$ cat config.mk
export PLATFORM = sky130hd
export DESIGN_NAME = region_load_tracker
export DESIGN_NICKNAME = d
export VERILOG_FILES = /design/src/rtl/region_load_tracker.sv
export SDC_FILE = /design/constraint.sdc
export NUM_CORES = 1
export LEC_CHECK = 0
export BUFFER_PORTS_ARGS = -buffer_cell sky130_fd_sc_hd__buf_2
export CAP_MARGIN = 10
export CORE_MARGIN = 4
export CORE_UTILIZATION = 50
export CTS_CLUSTER_SIZE = 16
export DETAILED_ROUTE_END_ITERATION = 16
export PLACE_DENSITY = 0.77
export SLEW_MARGIN = 20
export SYNTH_ARGS = -nofsm -noshare
export SYNTH_HDL_FRONTEND = slang
export SYNTH_SLANG_ARGS = --single-unit
$ cat constraint.sdc
create_clock -name aclk -period 2.9 [get_ports aclk]
set_input_delay 0.435 -clock aclk [delete_from_list [all_inputs] [get_ports aclk]]
set_output_delay 0.435 -clock aclk [all_outputs]
set_load 0.1 [all_outputs]
$ cat src/rtl/region_load_tracker.sv
// Per-region load/OID tracker with a single-slot partial-reconfiguration sequencer.
// Define REGION_TRACKER_ERR_EN to enable the sticky err_underflow flag and cfg range check.
module region_load_tracker #(
    parameter int N_REGIONS         = 4,
    parameter int OPERATOR_ID_WIDTH = 4,
    parameter int QDEPTH            = 16,
    localparam int PNTR_BITS = $clog2(QDEPTH),
    localparam int RB        = (N_REGIONS > 1) ? $clog2(N_REGIONS) : 1,
    localparam int W         = OPERATOR_ID_WIDTH + PNTR_BITS
) (
    input  logic                         aclk,
    input  logic                         areset,
    input  logic                         disp_valid,
    output logic                         disp_ready,
    input  logic [RB-1:0]                disp_region,
    input  logic [N_REGIONS-1:0]         cmpl_valid,
    input  logic                         cfg_valid,
    output logic                         cfg_ready,
    input  logic [RB-1:0]                cfg_region,
    input  logic [OPERATOR_ID_WIDTH-1:0] cfg_oid,
    output logic                         pr_start,
    output logic [RB-1:0]                pr_region,
    input  logic                         pr_done,
    output logic [N_REGIONS*W-1:0]       region_stats_out,
    output logic                         err_underflow
);

    typedef enum logic [1:0] {IDLE, DRAIN, PR_REQ, PR_WAIT} state_t;

    localparam logic [PNTR_BITS-1:0] LOAD_MAX = '1;

    state_t                       state, state_nxt;
    logic [PNTR_BITS-1:0]         load     [N_REGIONS];
    logic [PNTR_BITS-1:0]         load_nxt [N_REGIONS];
    logic [OPERATOR_ID_WIDTH-1:0] oid      [N_REGIONS];
    logic [OPERATOR_ID_WIDTH-1:0] pend_oid;
    logic [N_REGIONS-1:0]         inc;
    logic [PNTR_BITS-1:0]         disp_load;
    logic                         disp_hit;
    logic                         disp_locked;
    logic                         busy;
    logic                         pr_load_zero;
    logic                         cfg_take;

    assign busy = (state != IDLE);

    always_comb begin
        disp_load = '0;
        disp_hit  = 1'b0;
        for (int i = 0; i < N_REGIONS; i++) begin
            if (disp_region == RB'(i)) begin
                disp_load = load[i];
                disp_hit  = 1'b1;
            end
        end
    end

    assign disp_locked = busy && (pr_region == disp_region);
    assign disp_ready  = disp_hit && (disp_load != LOAD_MAX) && !disp_locked;

    // Dispatch and completion in the same cycle cancel; completions at zero clamp.
    always_comb begin
        for (int i = 0; i < N_REGIONS; i++) begin
            inc[i]      = disp_valid && disp_ready && (disp_region == RB'(i));
            load_nxt[i] = load[i];
            if (inc[i] && !cmpl_valid[i])
                load_nxt[i] = load[i] + PNTR_BITS'(1);
            else if (cmpl_valid[i] && !inc[i] && (load[i] != '0))
                load_nxt[i] = load[i] - PNTR_BITS'(1);
        end
    end

    always_comb begin
        pr_load_zero = 1'b0;
        for (int i = 0; i < N_REGIONS; i++)
            if (pr_region == RB'(i))
                pr_load_zero = (load_nxt[i] == '0);
    end

`ifdef REGION_TRACKER_ERR_EN
    logic                 cfg_oor;
    logic [N_REGIONS-1:0] uf;
    logic                 err_q;

    if (N_REGIONS < (1 << RB)) begin : g_oor
        assign cfg_oor = (cfg_region >= RB'(N_REGIONS));
    end else begin : g_no_oor
        assign cfg_oor = 1'b0;
    end

    always_comb begin
        for (int i = 0; i < N_REGIONS; i++)
            uf[i] = cmpl_valid[i] && !inc[i] && (load[i] == '0);
    end

    assign cfg_take = (state == IDLE) && cfg_valid && !cfg_oor;

    always_ff @(posedge aclk or posedge areset) begin
        if (areset)
            err_q <= 1'b0;
        else if ((|uf) || ((state == IDLE) && cfg_valid && cfg_oor))
            err_q <= 1'b1;
    end

    assign err_underflow = err_q;
`else
    assign cfg_take      = (state == IDLE) && cfg_valid;
    assign err_underflow = 1'b0;
`endif

    always_ff @(posedge aclk or posedge areset) begin
        if (areset)
            state <= IDLE;
        else
            state <= state_nxt;
    end

    always_comb begin
        state_nxt = state;
        unique case (state)
            IDLE:    if (cfg_take)     state_nxt = DRAIN;
            DRAIN:   if (pr_load_zero) state_nxt = PR_REQ;
            PR_REQ:                    state_nxt = PR_WAIT;
            PR_WAIT: if (pr_done)      state_nxt = IDLE;
            default:                   state_nxt = IDLE;
        endcase
    end

    always_comb begin
        cfg_ready = 1'b0;
        pr_start  = 1'b0;
        unique case (state)
            IDLE:    cfg_ready = 1'b1;
            PR_REQ:  pr_start  = 1'b1;
            default: ;
        endcase
    end

    always_ff @(posedge aclk or posedge areset) begin
        if (areset) begin
            pr_region <= '0;
            pend_oid  <= '0;
            for (int i = 0; i < N_REGIONS; i++) begin
                load[i] <= '0;
                oid[i]  <= '0;
            end
        end else begin
            if (cfg_take) begin
                pr_region <= cfg_region;
                pend_oid  <= cfg_oid;
            end
            for (int i = 0; i < N_REGIONS; i++) begin
                load[i] <= load_nxt[i];
                if ((state == PR_WAIT) && pr_done && (pr_region == RB'(i)))
                    oid[i] <= pend_oid;
            end
        end
    end

    // A region under reconfiguration advertises full load so nobody targets it.
    for (genvar g = 0; g < N_REGIONS; g++) begin : g_stats
        logic locked;
        assign locked = busy && (pr_region == RB'(g));
        assign region_stats_out[g*W +: W] =
            {oid[g], (locked ? LOAD_MAX : load[g])};
    end

endmodule
### After elaboration in Yosys (flattened, before gate mapping)

Index checks and enable logic that the tools add are counted.
Widths: inputs -> output; s select.

| word-level totals | value |
|---|---|
| flip-flop bits (word level) | 40 |
| bits of input ports | 17 |
| output and inout port bits | 38 |
| logic and storage cells | 115 |

| operators by class | value |
|---|---|
| add/sub/neg operators | 8 |
| eq/ne operators | 14 |
| multiplexer cells | 30 |
| reduce and logical (&&, ||, !) cells | 52 |

Operators by type and width:

| operator | number |
|---|---|
| $mux 4 | 16 |
| $logic_and 1x1->1 | 30 |
| $add 4x1->4 const B | 4 |
| $logic_not 4->1 | 4 |
| $reduce_bool 4->1 | 4 |
| $sub 4x1->4 const B | 4 |
| $eq 2x2->1 const B | 6 |
| $mux 1 | 10 |
| $logic_not 1->1 | 9 |
| $pmux 2 s4 | 1 |
| $eq 2x1->1 const B | 3 |
| $logic_not 2->1 | 3 |
| $mux 2 | 3 |
| $ne 2x2->1 const B | 3 |
| $ne 4x4->1 const B | 1 |
| $reduce_and 3->1 | 1 |
| $eq 2x2->1 | 1 |
| $reduce_bool 2->1 | 1 |

### Logic depth before layout (Yosys ltp)

Gate-level depths: netlist of run 1.

| logic depth | value |
|---|---|
| word-level depth | 22 |
| gate-level depth with buffers | 12 |
| depth with buffers taken out | 11 |

### Worst setup path after synthesis of run 1

No wires, ideal clock.

| timing | value |
|---|---|
| kind | register to output |
| start | reg pr_region[0] |
| end | out region_stats_out[0] |
| data arrival time | 3.510 ns |
| data required time | 2.465 ns |
| setup slack | -1.045 ns |
| stages on the path, launching flop included | 4 |
| path through | dfrtp_1 -> buf_2 -> or2_2 -> o21ai_0 |

| between the ends | value |
|---|---|
| cells in the longest elaborated chain, start to end | 3 |

RTL lines:

| what | RTL line | source |
|---|---|---|
| start: declaration | 22 | `output logic [RB-1:0] pr_region,` |
| start signal: assignment | 149 | `pr_region <= cfg_region;` |
| $logic_not 2->1 | 163 | `assign locked = busy && (pr_region == RB'(g));` |
| $logic_and 1x1->1 | 163 |  |
| $mux 4 | 165 | `{oid[g], (locked ? LOAD_MAX : load[g])};` |
| end: declaration | 24 | `output logic [N_REGIONS*W-1:0] region_stats_out,` |

Every way passes these cells.

==> summary by stage, run 1 <==
CTS
In this run the deepest clock path goes through 2 buffers. TritonCTS built the clock tree. The number of clock sinks is 40.

The root buffer cell is sky130_fd_sc_hd__clkbuf_8. Clock-pin slew was measured on the worst setup and hold paths at 0.07 ns. Buffers inserted during clock tree synthesis total 5. For this design, the CTS-stage hold fixing added 0 buffers. The clock reaches the later pin of the worst-skew pair after roughly 0.29 ns.

CTS built an H-tree with a depth of 2.

Route
The final layout contains routed wiring with a total length of around 6600 um. After detailed routing, the number of remaining DRC violations is 0. The routed via count is about 2300.

The violation count after the first detailed-routing iteration is slightly above 80. The detail route stage leaves a number of antenna-violating nets equal to 0. Before antenna repair, the detailed router went through 4 iterations. Dividing the detail-routed wire length by the instance count gives 16.19 um. The via-per-instance ratio is roughly 5.6.

Cells and area
The area of the multi-input gates is around 0.0017 mm^2. The post-route netlist has between 40% and 50% of its cells at a drive strength greater than 1. The top cell types in the final layout, fill and taps aside, are 53 x sky130_fd_sc_hd__buf_2, 38 x sky130_fd_sc_hd__dfrtp_1, 24 x sky130_fd_sc_hd__buf_4.

After filler insertion, the fill cell instance count of the layout stands at 400. The relative area change from synthesis to final layout is 29.49%. The number of diodes is 0. The most frequent standard cell in the layout excluding fill and tap cells is sky130_fd_sc_hd__buf_2. Summing all flip-flop and latch instances after layout gives slightly above 0.001 mm^2.

The final instance area is roughly 0.0034 mm^2. At the end of the flow, the number of nets in the layout was 368. For this run, the number of standard cells in the final layout without fillers is a little over 400.

Placed design
The number of cells in the design after placement is ~400. The global placer's final weighted congestion is roughly 0.9. After detailed placement, the total cell area comes to 0.003098 mm^2. After legalization and detailed placement, the total HPWL measured 4842 um. During placement, the flow inserted port buffers numbering 53.

Timing
The setup-violating endpoint count in the final report is 0. The total count of max-transition violations in the final report is 0. After layout, the minimum clock period comes to about 2.9 ns. Of the available clock period, the critical path in the final layout requires a little under 100%. For the final database, setup skew stands at roughly 0.0065 ns. Timing would allow up to ~350 MHz. The accumulated negative setup slack is 0 ns. Setup repair after global routing could not meet its margin everywhere. The final hold violation count is 0.

Worst setup path
The kind of capture point of the worst setup path is a register. The largest fanout on the critical path is 5. The destination of the worst register-to-register timing path is state[1]. The element type at the critical path start is a register. The arrival time reported for the critical path endpoint is between 3 and 4 ns. The required time reported for the critical path endpoint is ~3.1 ns. Across all register-to-register paths, the minimum setup slack is approximately 0.048 ns.

Counting cells, the worst reg-to-reg path comes to 11. The launching instance or port of the critical path is pr_region[1]. The worst register-to-register path begins at pr_region[1]. The largest single stage delay on the critical path is 0.52 ns. Among all stages on the critical path, the largest delay is contributed by sky130_fd_sc_hd__dfrtp_4.

The type of the setup path with the least slack is reg -> reg. The critical path goes through xor2_4, o311ai_4, buf_6, o31ai_4, a211o_1, o21bai_1, nor4_1, buf_4, nor4_4, a221oi_2, mux2_4.

Floorplan
The chip width is a little over 80 um. After floorplanning, the core was divided into 26 placement rows. Once the floorplan was initialized, standard cells occupied approximately half of the core.

The die covers ~0.0065 mm^2. 55 I/O pins were placed. The die height is about 80 um. The core outline area is 0.005107 mm^2.

Logic synthesis
Of the synthesized area, sequential elements account for a little under two fifths. The mapped cell area is between 0.002 and 0.003 mm^2. The cell count after synthesis is around 270. By area, the combinational part of the netlist is dominated by simple AND/OR/NAND/NOR gates. The share of flip-flops with an asynchronous set or reset after synthesis is 100.0%. The post-synthesis adder-cell area fraction is between 5 and 6%.

The average instance in the mapped netlist occupies 9.873 um^2. The synthesized netlist devotes slightly below 20% of its cell area to simple gates. The post-synth net total is slightly below 300. The number of enable-type register cells in the synthesized netlist is 0. Synthesis instantiated 63 different standard cells from the library. The most used flip-flop cell after synthesis is sky130_fd_sc_hd__dfrtp_1.

Summing the areas of all xor and xnor instances in the mapped netlist gives ~2.3% of the synthesized area. In the synthesized netlist, mux cells make up between 10 and 15% of the area. The Yosys step of the flow raised 0 warnings. The total of flip-flops plus latches after synthesis is 40.

Summing the areas of all compound-gate instances in the mapped netlist gives ~17% of the synthesized area.

Global routing
The number of antenna violations at the first check in global routing came to 0. The number of global-route vias before repair was 2288. For this run, global-route usage on met3 was measured as approximately 5.5%. The met2 demand-to-capacity share in global routing is between 30% and 40%. The met1 global-route usage is about a quarter. The first global-routing pass estimated about 11000 um of wire. The pin count of the biggest net entering global routing is 41.

The routing layer with the top usage in global route is met2. The total global routing track utilization is about a fifth. After global routing the overflow that remains totals 0.

Hold path
The class of the tightest hold or removal check is in -> async.

Run status
The flow ran to the end, and the final reports show no timing, DRC or antenna violations.

Flow run
The number of max-cap violations is 0.
==> worst max-delay path, delay by kind of cell, from the launching register on <==
| family | cells | cell delay [ns] |
|---|---|---|
| buffers and inverters | 2 | 0.36 |
| DFF | 1 | 0.52 |
| AOI/OAI and AO/OA | 5 | 1.07 |
| muxes | 1 | 0.33 |
| and+or+nand+nor | 2 | 0.27 |
| xor gates and xnor gates | 1 | 0.19 |
==> sequential cells by signal (all words and copies together), names as in the netlist <==
name,count
state,2
pr_region,2
load,16
pend_oid,4
region_stats_out,16
==> routing by layer <==
metal  wire length, um  part of all wire [%]  vias to the layer above
met5                 0                     0                        -
met4               109                   1.6                        0
met3               421                   6.4                       10
met2              3259                    49                       72
met1              2830                    43                     1108
li1                  -                     -                     1116
==> synth_stat cells (5+ instances only) <==
| cell type | n | area, um^2 |
|---|---|---|
| sky130_fd_sc_hd__a21oi_1 | 6 | 30.03 |
| sky130_fd_sc_hd__clkbuf_1 | 6 | 22.52 |
| sky130_fd_sc_hd__dfrtp_1 | 40 | 1001 |
| sky130_fd_sc_hd__ha_1 | 12 | 150.1 |
| sky130_fd_sc_hd__inv_1 | 22 | 82.58 |
| sky130_fd_sc_hd__mux2_2 | 22 | 247.7 |
| sky130_fd_sc_hd__nand2_1 | 13 | 48.80 |
| sky130_fd_sc_hd__nand2b_1 | 5 | 31.28 |
| sky130_fd_sc_hd__nand3_1 | 9 | 45.04 |
| sky130_fd_sc_hd__nand4_1 | 5 | 31.28 |
| sky130_fd_sc_hd__nor2_1 | 17 | 63.81 |
| sky130_fd_sc_hd__nor3_1 | 8 | 40.04 |
| sky130_fd_sc_hd__nor4_1 | 5 | 31.28 |
| sky130_fd_sc_hd__o21ai_0 | 13 | 65.06 |
| sky130_fd_sc_hd__or2_2 | 8 | 50.05 |
==> how the worst max path moves through the flow <==
stage,to,cells past startpoint
finish,state[1],11
global route,state[1],11
CTS,state[1],10
detailed placement,state[1],11
global placement,state[1],11
floorplan,region_stats_out[0],3
==> what timing repair did <==
action,CTS,global route
setup buffers,0,5
resized for setup,8,31
setup endpoints to repair,1,2
pin swaps,2,11
==> cell families (layout without fill, tap and decap cells) <==
logic type      after synthesis  after routing
xor+xnor                      6              6
other cells                   1              1
flops                        40             40
simple gates                 90             90
mux                          27             27
buf+inv                      34            107
fa+ha+maj                    12             12
compound gates               56             56
==> layout make-up <==
class / instances / share of cell area [%]
clock inverter: 2 / 0.3679
tap: 70 / 2.575
multi-input combinational: 192 / 49.52
clock buffer: 5 / 2.024
inverter: 22 / 2.428
sequential: 40 / 29.65
timing repair buffer: 78 / 13.43
==> metrics by stage <==
stage	util, %	hold WS, ns	worst slack [ns]
final	66.59	0.2383	0.04783
after global routing	66.59	0.3070	-0.04620
after CTS	63.16	0.2586	0.003304
after detailed placement	60.66	0.4922	-0.1024
after global placement	60.66	0.4880	0.002617
after floorplan	-	0.4888	-0.08565
Power of run 1 is left out: the tool's default activity adds up to more than one toggle a clock period on the data nets, which glitch-free logic cannot reach.
==> run 2: changes to the inputs <==
--- a/config.mk
+++ b/config.mk
@@ -7,11 +7,14 @@
 export LEC_CHECK = 0
 export BUFFER_PORTS_ARGS = -buffer_cell sky130_fd_sc_hd__buf_2
 export CAP_MARGIN = 10
+export CELL_PAD_IN_SITES_DETAIL_PLACEMENT = 0
+export CELL_PAD_IN_SITES_GLOBAL_PLACEMENT = 2
 export CORE_MARGIN = 4
-export CORE_UTILIZATION = 50
+export CORE_UTILIZATION = 31
 export CTS_CLUSTER_SIZE = 16
 export DETAILED_ROUTE_END_ITERATION = 16
-export PLACE_DENSITY = 0.77
+export PLACE_DENSITY_LB_ADDON = 0.1
+export SETUP_SLACK_MARGIN = 0.1
 export SLEW_MARGIN = 20
 export SYNTH_ARGS = -nofsm -noshare
 export SYNTH_HDL_FRONTEND = slang
==> run 2 against run 1 <==
Effect of this change:
- first-iteration DRC count is 9.8% higher
- worst hold slack better by 0.017 ns
- fmax is 1.7% higher
- sequential cell count stayed put
- wire length is 6.9% higher
- sequential share of layout area is 2.4 points lower
- global-route usage is 6.6 points lower
- via count is 0.78% higher
- setup slack better by 0.048 ns
==> summary by stage, run 2 (same netlist as run 1, synthesis figures left out) <==
Timing
The final hold violation count was 0. The fraction of the cycle the final worst path needs is a little over nine tenths. In the post-route analysis, the smallest setup slack over all paths is 0.09573 ns. Setup repair after global routing could not meet its margin everywhere. The worst hold-check slack is ~0.26 ns. Timing would allow up to between 300 and 400 MHz. The setup-violating endpoint count in the final report is 0. The worst max-slew margin expressed relative to the limit is a little over 50%. For the pin with the worst max-slew slack, the measured transition is just over 0.7 ns. The accumulated negative setup slack is 0 ns.

The minimum period implied by the final worst setup slack is about 2.8 ns. The worst setup skew after layout is roughly 0.0033 ns. The total count of max-transition violations in the final report was 0.

Floorplan
For this design the top-level I/O count stands at 55. Once the floorplan was initialized, standard cells occupied a little under a third of the core. The chip width is approximately 100 um.

The die footprint is 0.01001 mm^2. The die is 100.0 um tall. The floorplan has 33 rows. The region available for standard cell placement spans between 0.008 and 0.009 mm^2.

CTS
The maximum level of the CTS H-tree is 2. The number of clock sinks is 40. The CTS tree is yes. Clock-pin slew was measured on the worst setup and hold paths at 0.08 ns.

Buffers inserted to repair hold after CTS numbered 0. Clock tree synthesis selected as its root buffer the cell sky130_fd_sc_hd__clkbuf_8. The clock passes through at most 2 buffers. The CTS buffer count is 5. The source-to-sink clock delay at the later pin of the worst-skew pair is 0.29 ns.

Route
Dividing the detail-routed via count by the number of cells gives 4.955. For this block, the via count after detailed routing is about 2300. The post-route DRC violation count is 0. In the final routed layout, each cell accounts on average for between 15 and 20 um. After the first detailed-routing iteration, the DRC count stood at 90.

The detailed-routing iteration count for the pre-antenna-repair pass is 4. The post-detailed-route count of antenna-violating nets is 0. For this block, the routed nets add up to 7081 um of wire.

Global routing
The total global routing track utilization is 14.59%. The number of global-route vias before repair is between 2000 and 2500. The pin count of the biggest net entering global routing is 19. The first-pass GRT wire length is approximately 12000 um. The total overflow reported by the global router is 0. The number of antenna violations at the first check in global routing is 0.

Worst setup path
Data on the critical path arrives at its endpoint at between 2 and 3 ns. In this run the worst setup path begins at state[0]. The launching point of the worst reg2reg path is state[0].

The type of the setup path with the least slack is reg -> reg. Along the worst path, the maximum fanout reaches 6. The element type at the critical path start is a register. The required time reported for the critical path endpoint is around 3.1 ns. The kind of capture point of the worst setup path is a register.

Run status
The flow ran to the end, and the final reports show no timing, DRC or antenna violations.

Cells and area
The fraction of the core area covered by cells at the end of the flow is between 40% and 50%. The relative area change from synthesis to final layout is 41.02%. The number of nets in the final layout is 392. The number of diodes is 0.

Leaving out fill and tap cells, the most frequent cell in the layout is sky130_fd_sc_hd__buf_2. Leaving out fill and tap cells, the most frequent cells in the layout are 53 x sky130_fd_sc_hd__buf_2, 46 x sky130_fd_sc_hd__buf_4, 38 x sky130_fd_sc_hd__dfrtp_1. The fraction of layout instances using a drive strength above 1 is 51.65%.

Hold path
The tightest min-delay check is of the in -> async type.

Placed design
Before CTS, the worst setup slack after placement is -0.07029 ns. The HPWL after detailed placement is around 5600 um. Routability-driven placement finished with a final weighted congestion of about 0.78. During placement, the flow inserted port buffers numbering 53.

Flow run
Max-cap violations in this run came to 0.
run 2: metal layers:
layer  track usage [%]  part of all wire (%)  up-vias
met5                 0                     0        -
met1             19.14                    47     1109
met2             24.06                    47       46
met4             3.212                  0.64        0
met3             4.100                   5.2        4
li1                  -                     -     1165
run 2: final timing paths:
kind                                        endpoint  slack [ns]  cells after the start
worst max-delay path                        state[1]         0.1                     13
worst min-delay path             region_stats_out[4]        0.26                      2
worst max register to register              state[1]         0.1                     13
worst min register to register  region_stats_out[30]        0.51                      1
max in group asynchronous                    load[8]        1.99                      3
min in group aclk                        pend_oid[0]        0.38                      2
run 2: repair_timing:
item                                    4_1_cts  5_1_grt
resized for setup                            16       16
endpoints found under the setup margin        2        2
buffers inserted                              2        7
pin swaps                                     8        9
run 2: final cells by class:
class	count	area (um^2)
fill	827	4513
clock buffer	7	96.34
multi-input combinational	192	1710
sequential	40	1008
timing repair buffer	102	644.4
inverter	22	82.58
clock inverter	1	30.03
tap	105	131.4
run 2: worst max-delay path: stages, from the launching register on:
cell and delay (ns):
sky130_fd_sc_hd__dfrtp_1 0.40, sky130_fd_sc_hd__inv_2 0.09, sky130_fd_sc_hd__ha_4 0.16, sky130_fd_sc_hd__nand3b_4 0.14, sky130_fd_sc_hd__nand4_4 0.12, sky130_fd_sc_hd__buf_6 0.15
sky130_fd_sc_hd__or2_4 0.26, sky130_fd_sc_hd__a41oi_2 0.22, sky130_fd_sc_hd__o21ai_2 0.09, sky130_fd_sc_hd__nor4_2 0.27, sky130_fd_sc_hd__buf_4 0.17, sky130_fd_sc_hd__nor4_4 0.04
sky130_fd_sc_hd__a221oi_2 0.25, sky130_fd_sc_hd__mux2_4 0.33
run 2: stage by stage:
step,cells,area [um^2]
floorplan,266,2723
global placement,452,3348
detailed placement,452,3348
CTS,462,3583
global route,469,3704
finish,469,3704
Power of run 2 is left out for the same reason.
==> run 3: changes to the inputs <==
--- a/config.mk
+++ b/config.mk
@@ -14,7 +14,7 @@
 export CTS_CLUSTER_SIZE = 16
 export DETAILED_ROUTE_END_ITERATION = 16
 export PLACE_DENSITY_LB_ADDON = 0.1
-export SETUP_SLACK_MARGIN = 0.1
+export SETUP_SLACK_MARGIN = 0.5
 export SLEW_MARGIN = 20
 export SYNTH_ARGS = -nofsm -noshare
 export SYNTH_HDL_FRONTEND = slang
==> run 3 against run 2 <==
Effect of this change:
- non-clock buffer count decreased by 13
- first-iteration DRC count decreased by 36%
- sequential share of layout area increased by 0.78 points
- final area decreased by 2.8%
- largest cell class unchanged
==> summary by stage, run 3 (same netlist as run 1, synthesis figures left out) <==
Timing
Hold timing on the final database bottoms out at a slack of 0.2538 ns. Setup repair after global routing could not meet its margin everywhere. The worst max-slew margin expressed relative to the limit is 64.07%. The worst setup skew after layout is 0.009952 ns.

For the pin with the worst max-slew slack, the measured transition is 0.5389 ns. Dividing the final minimum period by the clock period gives between 90% and 100%. The total count of max-transition violations in the final report is 0. Timing would allow up to 351.6 MHz. The final hold violation count is 0.

The setup-violating endpoint count in the final report is 0. The minimum period implied by the final worst setup slack is about 2.8 ns.

Floorplan
The die covers ~0.01 mm^2. The core outline area is just over 0.008 mm^2. The chip width is around 100 um. The die height is about 100 um. 55 I/O pins were placed. The number of placement rows is 33. Once the floorplan was initialized, standard cells occupied a little under a third of the core.

Worst setup path
The cell repeated most along the worst path is sky130_fd_sc_hd__nor4_4. The signal on the critical path passes through inv_2, ha_4, nand3b_4, nand4_4, or2_4, a311o_1, nor4_4, nor4_4, a221oi_2, mux2_4. The required time reported for the critical path endpoint is a little over 3 ns. The slowest stage of the critical path belongs to the cell sky130_fd_sc_hd__dfrtp_1.

On the worst path, the slowest cell contributes a delay of approximately 0.44 ns. Of all nets on the critical path, the largest fanout is 6. The element type at the critical path start is a register. STA classifies the critical path endpoint as a register. The type of the setup path with the least slack is reg -> reg. Data arrives at the worst endpoint at around 3.0 ns.

Hold path
The class of the tightest hold or removal check is in -> async.

Run status
The run finished with clean final reports.

Flow run
The tool flagged a number of max-cap violations equal to 0.

Global routing
The number of global-route vias before repair is ~2300. The pin count of the biggest net entering global routing is 41. The first-pass GRT wire length is around 12000 um. The total overflow reported by the global router is 0. For this run, the total global-route usage over all layers was measured as between 10% and 20%.

The number of antenna violations at the first check in global routing is 0.

CTS
After clock tree synthesis, the clock-pin slew on the worst setup and hold paths is ~0.080 ns. TritonCTS built the clock tree. For the worst-skew pair, the clock arrives at the later sink with an insertion delay of 0.29 ns. The clock passes through at most 2 buffers. The number of clock sinks is 40. The maximum level of the CTS H-tree is 2.

The CTS buffer count is 5. The tree is rooted in a sky130_fd_sc_hd__clkbuf_8.

Cells and area
The number of nets in the final layout is roughly 380. The most frequent standard cell in the layout excluding fill and tap cells is sky130_fd_sc_hd__buf_4. The post-route netlist has ~50% of its cells at a drive strength greater than 1. The fraction of the core area covered by cells at the end of the flow is around 44%. In the layout the commonest cells are 43 x sky130_fd_sc_hd__buf_4, 41 x sky130_fd_sc_hd__buf_2, 38 x sky130_fd_sc_hd__dfrtp_1. The number of diodes is 0. The number of filler instances in the final layout is between 800 and 900. The relative area change from synthesis to final layout is 37.11%.

Route
The routed via count is between 2000 and 2500. Summed over all layers, the routed wires come to 7058 um. After detailed routing, the number of vias per cell comes to ~5.

The pre-antenna-repair detailed-routing pass consisted of 4 iterations. Once detail routing completed, the nets flagged for antenna violations numbered 0. The post-route DRC violation count is 0.

After detailed routing, the average wire length per cell comes to 15.48 um. The first routing iteration left 58 violations.

Placed design
The global placer's final weighted congestion is just under 0.8. The number of I/O port buffers is 53. The half-perimeter wire length after detailed placement is 5337 um.
[run 3: cell count changes in the layout (fill, tap and decap cells not counted), moves of 2 or more]
cell,previous run,this run
sky130_fd_sc_hd__buf_4,46,43
sky130_fd_sc_hd__clkbuf_4,0,5
sky130_fd_sc_hd__buf_6,3,0
sky130_fd_sc_hd__buf_2,53,41
sky130_fd_sc_hd__o21ai_2,7,5
sky130_fd_sc_hd__clkbuf_8,7,5
[run 3: what timing repair did]
item                                    CTS  global route
buffers inserted                          0             6
endpoints found under the setup margin    9             4
hold endpoints to repair                  0             0
cloned                                    0             0
hold buffers                              0             0
resized for setup                        14            19
pin swaps                                 2            13
[run 3: stage by stage]
step / instances / area (um^2) / setup WS, ns / TNS (ns)
2_1_floorplan: 266 / 2724 / 0.06030 / 0
3_3_place_gp: 442 / 3276 / -0.02753 / -0.02753
3_5_place_dp: 442 / 3276 / -0.04506 / -0.04529
4_1_cts: 450 / 3448 / 0.03805 / 0
5_1_grt: 456 / 3601 / -0.05970 / -0.05970
6_report: 456 / 3601 / 0.05601 / 0
[run 3: layer usage]
| metal | vias up | track usage, % | wire [um] |
|---|---|---|---|
| met3 | 4 | 3.683 | 386 |
| met2 | 54 | 22.32 | 3244 |
| li1 | 1147 | - | - |
| met4 | 0 | 3.420 | 58 |
| met5 | - | 0 | 0 |
| met1 | 1113 | 20.07 | 3368 |
[run 3: path summary, 6_finish.rpt]
path                                            from  cells past startpoint  slack [ns]                    to
worst max register to register              state[1]                     10        0.06              state[1]
worst min-delay path                          areset                      3        0.25   region_stats_out[7]
max in group asynchronous                     areset                      3        2.23          pr_region[1]
min in group aclk                         cfg_oid[3]                      2        0.37           pend_oid[3]
worst min register to register  region_stats_out[30]                      1        0.51  region_stats_out[30]
worst max-delay path                        state[1]                     10        0.06              state[1]
[run 3: cell type report]
class	count	area (um^2)	area share [%]
Timing Repair Buffer	89	565.5	15.71
Sequential cell	40	1008	28.01
Clock inverter	3	46.29	1.286
Tap cell	105	131.4	3.648
Clock buffer	5	68.82	1.911
Inverter	22	82.58	2.293
Multi-Input combinational cell	192	1698	47.15
[run 3: worst max-delay path, delay by kind of cell (launching register included)]
kind | cells | cell delay [ns]
buffers and inverters | 1 | 0.10
muxes | 1 | 0.32
DFF | 1 | 0.44
adders and majority gates | 1 | 0.20
and+or+nand+nor | 5 | 1.09
AOI/OAI and AO/OA | 2 | 0.57
Power of run 3 is left out for the same reason.
